**src/rtl/tuple_field_serializer_if.sv**
```systemverilog
// Tuple-in / field-beat-out bundle for tuple_field_serializer.
// Optional macro TUPLE_SER_COUNT_EN adds the O_count completed-tuple counter.
interface tuple_field_serializer_if #(
    parameter int WIDTH = 1
);
    logic [WIDTH-1:0] I__0;
    logic [WIDTH-1:0] I__1;
    logic             I_valid;
    logic             I_ready;
    logic [WIDTH-1:0] O_data;
    logic             O_idx;
    logic             O_last;
    logic             O_valid;
    logic             O_ready;
`ifdef TUPLE_SER_COUNT_EN
    logic [15:0]      O_count;

    modport master (
        output I__0, I__1, I_valid, O_ready,
        input  I_ready, O_data, O_idx, O_last, O_valid, O_count
    );
    modport slave (
        input  I__0, I__1, I_valid, O_ready,
        output I_ready, O_data, O_idx, O_last, O_valid, O_count
    );
`else
    modport master (
        output I__0, I__1, I_valid, O_ready,
        input  I_ready, O_data, O_idx, O_last, O_valid
    );
    modport slave (
        input  I__0, I__1, I_valid, O_ready,
        output I_ready, O_data, O_idx, O_last, O_valid
    );
`endif
endinterface

```
**src/rtl/tuple_field_serializer.sv**
```systemverilog
// tuple_field_serializer: buffers {I__1,I__0} tuples in a DEPTH-entry FIFO and
// emits each one as two ordered field beats (field 0, then field 1).
// Optional macro TUPLE_SER_COUNT_EN: O_count counts tuples fully emitted.
module tuple_field_serializer #(
    parameter int WIDTH = 1,
    parameter int DEPTH = 2
) (
    input  logic                      CLK,
    input  logic                      ASYNCRESETN,
    tuple_field_serializer_if.slave   bus
);
    localparam int AW = $clog2(DEPTH);
    localparam logic [AW:0] OCC_FULL = (AW+1)'(DEPTH);

    typedef enum logic [1:0] {IDLE, F0, F1} state_t;

    state_t               state_reg;
    state_t               state_next;
    logic [2*WIDTH-1:0]   mem [DEPTH];
    logic [AW-1:0]        wr_ptr_reg;
    logic [AW-1:0]        rd_ptr_reg;
    logic [AW:0]          occ_reg;
    logic                 ready_en_reg;
    logic [2*WIDTH-1:0]   hold_reg;
    logic                 fifo_empty;
    logic                 fifo_full;
    logic                 in_ready;
    logic                 push;
    logic                 pop;
    logic                 out_valid;
    logic [WIDTH-1:0]     out_data;
    logic                 out_idx;
    logic                 out_last;

    // Input readiness comes only from registered occupancy, never from O_ready,
    // so a full FIFO refuses input even in the cycle it is popped.
    assign fifo_empty = (occ_reg == '0);
    assign fifo_full  = (occ_reg == OCC_FULL);
    assign in_ready   = ready_en_reg && !fifo_full;
    assign push       = bus.I_valid && in_ready;

    assign bus.I_ready = in_ready;
    assign bus.O_valid = out_valid;
    assign bus.O_data  = out_data;
    assign bus.O_idx   = out_idx;
    assign bus.O_last  = out_last;

    // FIFO storage write port; the read side is registered through hold_reg.
    always_ff @(posedge CLK) begin
        if (push) begin
            mem[wr_ptr_reg] <= {bus.I__1, bus.I__0};
        end
    end

    // Pointers, occupancy and the post-reset ready enable.
    always_ff @(posedge CLK or negedge ASYNCRESETN) begin
        if (!ASYNCRESETN) begin
            wr_ptr_reg   <= '0;
            rd_ptr_reg   <= '0;
            occ_reg      <= '0;
            ready_en_reg <= 1'b0;
        end else begin
            ready_en_reg <= 1'b1;
            if (push) begin
                wr_ptr_reg <= wr_ptr_reg + 1'b1;
            end
            if (pop) begin
                rd_ptr_reg <= rd_ptr_reg + 1'b1;
            end
            case ({push, pop})
                2'b10:   occ_reg <= occ_reg + 1'b1;
                2'b01:   occ_reg <= occ_reg - 1'b1;
                default: occ_reg <= occ_reg;
            endcase
        end
    end

    // Hold register: the tuple currently being serialized, loaded on each pop.
    always_ff @(posedge CLK or negedge ASYNCRESETN) begin
        if (!ASYNCRESETN) begin
            hold_reg <= '0;
        end else if (pop) begin
            hold_reg <= mem[rd_ptr_reg];
        end
    end

    // FSM state register.
    always_ff @(posedge CLK or negedge ASYNCRESETN) begin
        if (!ASYNCRESETN) begin
            state_reg <= IDLE;
        end else begin
            state_reg <= state_next;
        end
    end

    // Next-state and pop decision; F1 pops the next tuple directly for no bubble.
    always_comb begin
        state_next = state_reg;
        pop        = 1'b0;
        case (state_reg)
            IDLE: begin
                if (!fifo_empty) begin
                    pop        = 1'b1;
                    state_next = F0;
                end
            end
            F0: begin
                if (bus.O_ready) begin
                    state_next = F1;
                end
            end
            F1: begin
                if (bus.O_ready) begin
                    if (!fifo_empty) begin
                        pop        = 1'b1;
                        state_next = F0;
                    end else begin
                        state_next = IDLE;
                    end
                end
            end
            default: state_next = IDLE;
        endcase
    end

    // Beat outputs decoded from registered state and hold; stable while stalled.
    always_comb begin
        out_valid = 1'b0;
        out_data  = '0;
        out_idx   = 1'b0;
        out_last  = 1'b0;
        case (state_reg)
            F0: begin
                out_valid = 1'b1;
                out_data  = hold_reg[WIDTH-1:0];
            end
            F1: begin
                out_valid = 1'b1;
                out_data  = hold_reg[2*WIDTH-1:WIDTH];
                out_idx   = 1'b1;
                out_last  = 1'b1;
            end
            default: ;
        endcase
    end

`ifdef TUPLE_SER_COUNT_EN
    logic [15:0] count_reg;

    assign bus.O_count = count_reg;

    // Completed-tuple counter: one step per accepted field-1 beat, wraps at 16 bits.
    always_ff @(posedge CLK or negedge ASYNCRESETN) begin
        if (!ASYNCRESETN) begin
            count_reg <= '0;
        end else if ((state_reg == F1) && bus.O_ready) begin
            count_reg <= count_reg + 16'd1;
        end
    end
`endif

endmodule
```
**src/flat_wrapper.sv**
```systemverilog
// flat-port wrapper written by rule: the top's interface ports become plain ports
module tuple_field_serializer_flat 
#(
    parameter int WIDTH = 1,
    parameter int DEPTH = 2
)
  (CLK, ASYNCRESETN, bus_I__0, bus_I__1, bus_I_valid, bus_O_ready, bus_I_ready, bus_O_data, bus_O_idx, bus_O_last, bus_O_valid);
  tuple_field_serializer_if #(.WIDTH(WIDTH)) bus_i ();
  input  logic CLK;
  input  logic ASYNCRESETN;
  input wire logic [$bits(bus_i.I__0)-1:0] bus_I__0;
  input wire logic [$bits(bus_i.I__1)-1:0] bus_I__1;
  input wire logic [$bits(bus_i.I_valid)-1:0] bus_I_valid;
  input wire logic [$bits(bus_i.O_ready)-1:0] bus_O_ready;
  output wire logic [$bits(bus_i.I_ready)-1:0] bus_I_ready;
  output wire logic [$bits(bus_i.O_data)-1:0] bus_O_data;
  output wire logic [$bits(bus_i.O_idx)-1:0] bus_O_idx;
  output wire logic [$bits(bus_i.O_last)-1:0] bus_O_last;
  output wire logic [$bits(bus_i.O_valid)-1:0] bus_O_valid;
  assign bus_i.I__0 = bus_I__0;
  assign bus_i.I__1 = bus_I__1;
  assign bus_i.I_valid = bus_I_valid;
  assign bus_i.O_ready = bus_O_ready;
  assign bus_I_ready = bus_i.I_ready;
  assign bus_O_data = bus_i.O_data;
  assign bus_O_idx = bus_i.O_idx;
  assign bus_O_last = bus_i.O_last;
  assign bus_O_valid = bus_i.O_valid;
  tuple_field_serializer #(.WIDTH(WIDTH), .DEPTH(DEPTH)) u_core (.CLK(CLK), .ASYNCRESETN(ASYNCRESETN), .bus(bus_i));
endmodule
```
**config.mk**
```make
export PLATFORM = sky130hd
export DESIGN_NAME = tuple_field_serializer_flat
export DESIGN_NICKNAME = d
export VERILOG_FILES = /design/src/rtl/tuple_field_serializer_if.sv /design/src/rtl/tuple_field_serializer.sv /design/src/flat_wrapper.sv
export SDC_FILE = /design/constraint.sdc
export NUM_CORES = 1
export LEC_CHECK = 0
export CORE_UTILIZATION = 50
export DETAILED_ROUTE_END_ITERATION = 7
export PLACE_DENSITY = 0.75
export SLEW_MARGIN = 0
export SYNTH_ARGS = -nofsm -noshare
export SYNTH_HDL_FRONTEND = slang
export SYNTH_SLANG_ARGS = --single-unit
```
**constraint.sdc**
```tcl
create_clock -name CLK -period 2.4 [get_ports CLK]
set_clock_uncertainty 0.2 [all_clocks]
set_input_delay 0.48 -clock CLK [delete_from_list [all_inputs] [get_ports CLK]]
set_output_delay 0.48 -clock CLK [all_outputs]
set_load 0.005 [all_outputs]
```
==> results of run 1 <==
==> per-layer routing <==
layer,share of wire (%),global-route usage (%),wire (um),up-vias
met3,3.3,8.67,41,2
met4,0.64,7.76,8,0
met5,0,0,0,-
li1,-,-,-,211
met2,58,36.3,722,4
met1,38,21.0,470,211
==> layout make-up <==
type / instances / area [um2] / area share (%)
well taps: 14 / 17.5 / 2.02
flip-flops and latches: 13 / 345 / 39.8
clock buffers: 4 / 26.3 / 3.03
multi-input cells: 32 / 319 / 36.8
inverters: 5 / 18.8 / 2.16
repair buffers: 15 / 140 / 16.2
==> power breakdown <==
group / switching, W / internal [W] / leakage (nW)
clock: 0.0000686 / 0.0000645 / 0.0150
sequential: 0.0000680 / 0.000314 / 0.143
combinational: 0.000275 / 0.000354 / 0.227
==> through the flow <==
stage                     area, um2  hold WS, ns  setup WS (ns)  instances
after floorplan                 678      -0.0156          0.546         51
after global placement          788        0.282          0.264         74
after detailed placement        788        0.288          0.185         74
after CTS                       857        0.297        0.00767         82
after global routing            867        0.325          0.106         83
final                           867        0.294          0.175         83
==> path summary, 6_finish.rpt <==
check                                                      from                             to  depth (start not counted)
worst max register to register  u_core.state_reg[0]$_DFFE_PN0P_  u_core.occ_reg[1]$_DFFE_PN0P_                          7
worst max-delay path            u_core.state_reg[0]$_DFFE_PN0P_                    bus_O_valid                          3
worst min register to register    u_core.wr_ptr_reg$_DFFE_PN0P_  u_core.wr_ptr_reg$_DFFE_PN0P_                          1
max in group asynchronous                           ASYNCRESETN  u_core.ready_en_reg$_DFF_PN0_                          1
min in group CLK                  u_core.wr_ptr_reg$_DFFE_PN0P_  u_core.wr_ptr_reg$_DFFE_PN0P_                          1
worst min-delay path                                ASYNCRESETN  u_core.rd_ptr_reg$_DFFE_PN0P_                          1
==> cells in the mapped netlist <==
| cell | count | area, um2 |
|---|---|---|
| dfrtp_1 | 9 | 225 |
| ha_1 | 6 | 75.1 |
| inv_1 | 5 | 18.8 |
| edfxtp_1 | 4 | 120 |
| xnor2_1 | 4 | 35.0 |
| mux2_1 | 3 | 33.8 |
| a21oi_1 | 2 | 10.0 |
| and3_1 | 2 | 12.5 |
| mux2_2 | 2 | 22.5 |
| nor2_1 | 2 | 7.51 |
| nor2_4 | 2 | 22.5 |
| a2111oi_4 | 1 | 27.5 |
| a211o_1 | 1 | 8.76 |
| a22oi_1 | 1 | 7.51 |
| buf_4 | 1 | 7.51 |
| conb_1 | 1 | 3.75 |
| nor2b_1 | 1 | 6.26 |
| o211ai_1 | 1 | 7.51 |
| o21a_1 | 1 | 7.51 |
| o21ba_2 | 1 | 10.0 |
| xor2_1 | 1 | 8.76 |
==> timing repair <==
action / 4_1_cts / 5_1_grt
buffers inserted: 4 / 1
resized for setup: 2 / 1
endpoints found under the setup margin: 1 / 1
endpoints found under the hold margin: 0 / 0
==> kinds of logic after synthesis <==
kind of cell | after synthesis | synth area share (%)
buffers and inverters | 6 | 3.88
AOI/OAI and AO/OA | 8 | 11.6
other | 1 | 0.553
xor gates and xnor gates | 5 | 6.46
and+or+nand+nor | 7 | 7.20
muxes | 5 | 8.30
DFF | 13 | 50.9
adders and majority gates | 6 | 11.1
==> reports/results.ini, run 1 <==
[clocking]
htree_levels = 1
clock-sinks = 13
path_clk_slew_ns = 0.08
cts_buffer_depth = 2
cts_tree = built
cts_buffers = 3
clock_latency_ns = 0.28
hold_buffers = 0
cts_root_buf = clkbuf_4

[cells_and_area]
final_cell_mix = clkdlybuf4s50_1, dfrtp_1, inv_1, ha_1, buf_4
area_growth_pct = 27.9
drive_above_1_share_pct = 21.7
post-route-util_pct = 73.1
largest_reg_flops = 4
nets = 82
fillers = 89
diodes = 0
regMostFlops = u_core.mem

[placement]
gp_congestion = 0.726
place_hpwl_um = 932
io_buffers = 10

[critical_path]
reg2reg_slack_ns = 0.46
worstPathCellList = inv_1, ha_1, clkdlybuf4s50_1
critPathKind = reg -> out
path_max_fanout = 3
worst_setup_path_end_kind = primary output
crit_family = buffers and inverters
critPathSlowestCell = clkdlybuf4s50_1
cp_data_arrival_time_ns = 1.54
start_kind = flip-flop
path_buf_inv = 2
slowest_delay_ns = 0.50
worstPathRequired_ns = 1.72

[outcome]
status = complete, no violations

[routing]
routedWlPerCell_um = 15.0
drt-total-wl_mm = 1.24
drtIter0Drc = 5
viasPerCell = 5.16
dr.pass1.iters = 3
antenna_left = 0
drcViolationCount = 0
vias = 428

[min_path]
min_path_type = in -> async

[global_routing]
grt_max_degree = 10
grt_usage_pct = 20.5
antenna_found_initial = 0
overflow = 0
grt_pass1_vias = 431
grt_pass1_wl_mm = 1.93

[synth]
seq_area_frac_synth_pct = 50.9
synth_warnings = 0
syn-instance-count = 51
syn_nets = 63
synth_cell_types = 21
syn_avg_cell_area_um2 = 13.3
ys_ff_latch = 13
syn_area_um2 = 678

[timing]
slew_violations = 0
max_freq_mhz = 450
min_period_ns = 2.22
post-route-period-util_pct = 92.7
finalSetupViolCount = 0
hold_viol_final = 0
rsz0062_at_grt = no
setup_tns_ns = 0

[power_and_ir_drop]
ir_drop_mv = 0.802
pwr_density_cell_nw_per_um2 = 1320
leakagePower_nw = 0.385
fin_total_pwr_w = 0.00114

[floorplan]
die_height_um = 38.8
die_area_um2 = 1510
design.core.area_um2 = 1190
dieWidth_um = 38.8
rows = 12
ioPinCount = 11
start_util_pct = 57.2

[run]
maxCapViolations = 0

Power figures use the tool's default switching activity.
==> run 2: changes to the inputs <==
Settings changed: CAP_MARGIN from default to 25.
==> results of run 2 <==
Same layout as run 1: the final DEF is identical, and so are final timing and power.
==> run 3: changes to the inputs <==
Settings changed: CAP_MARGIN 25 to default.
==> results of run 3 <==
Same layout as run 1: the final DEF is identical, and so are final timing and power.
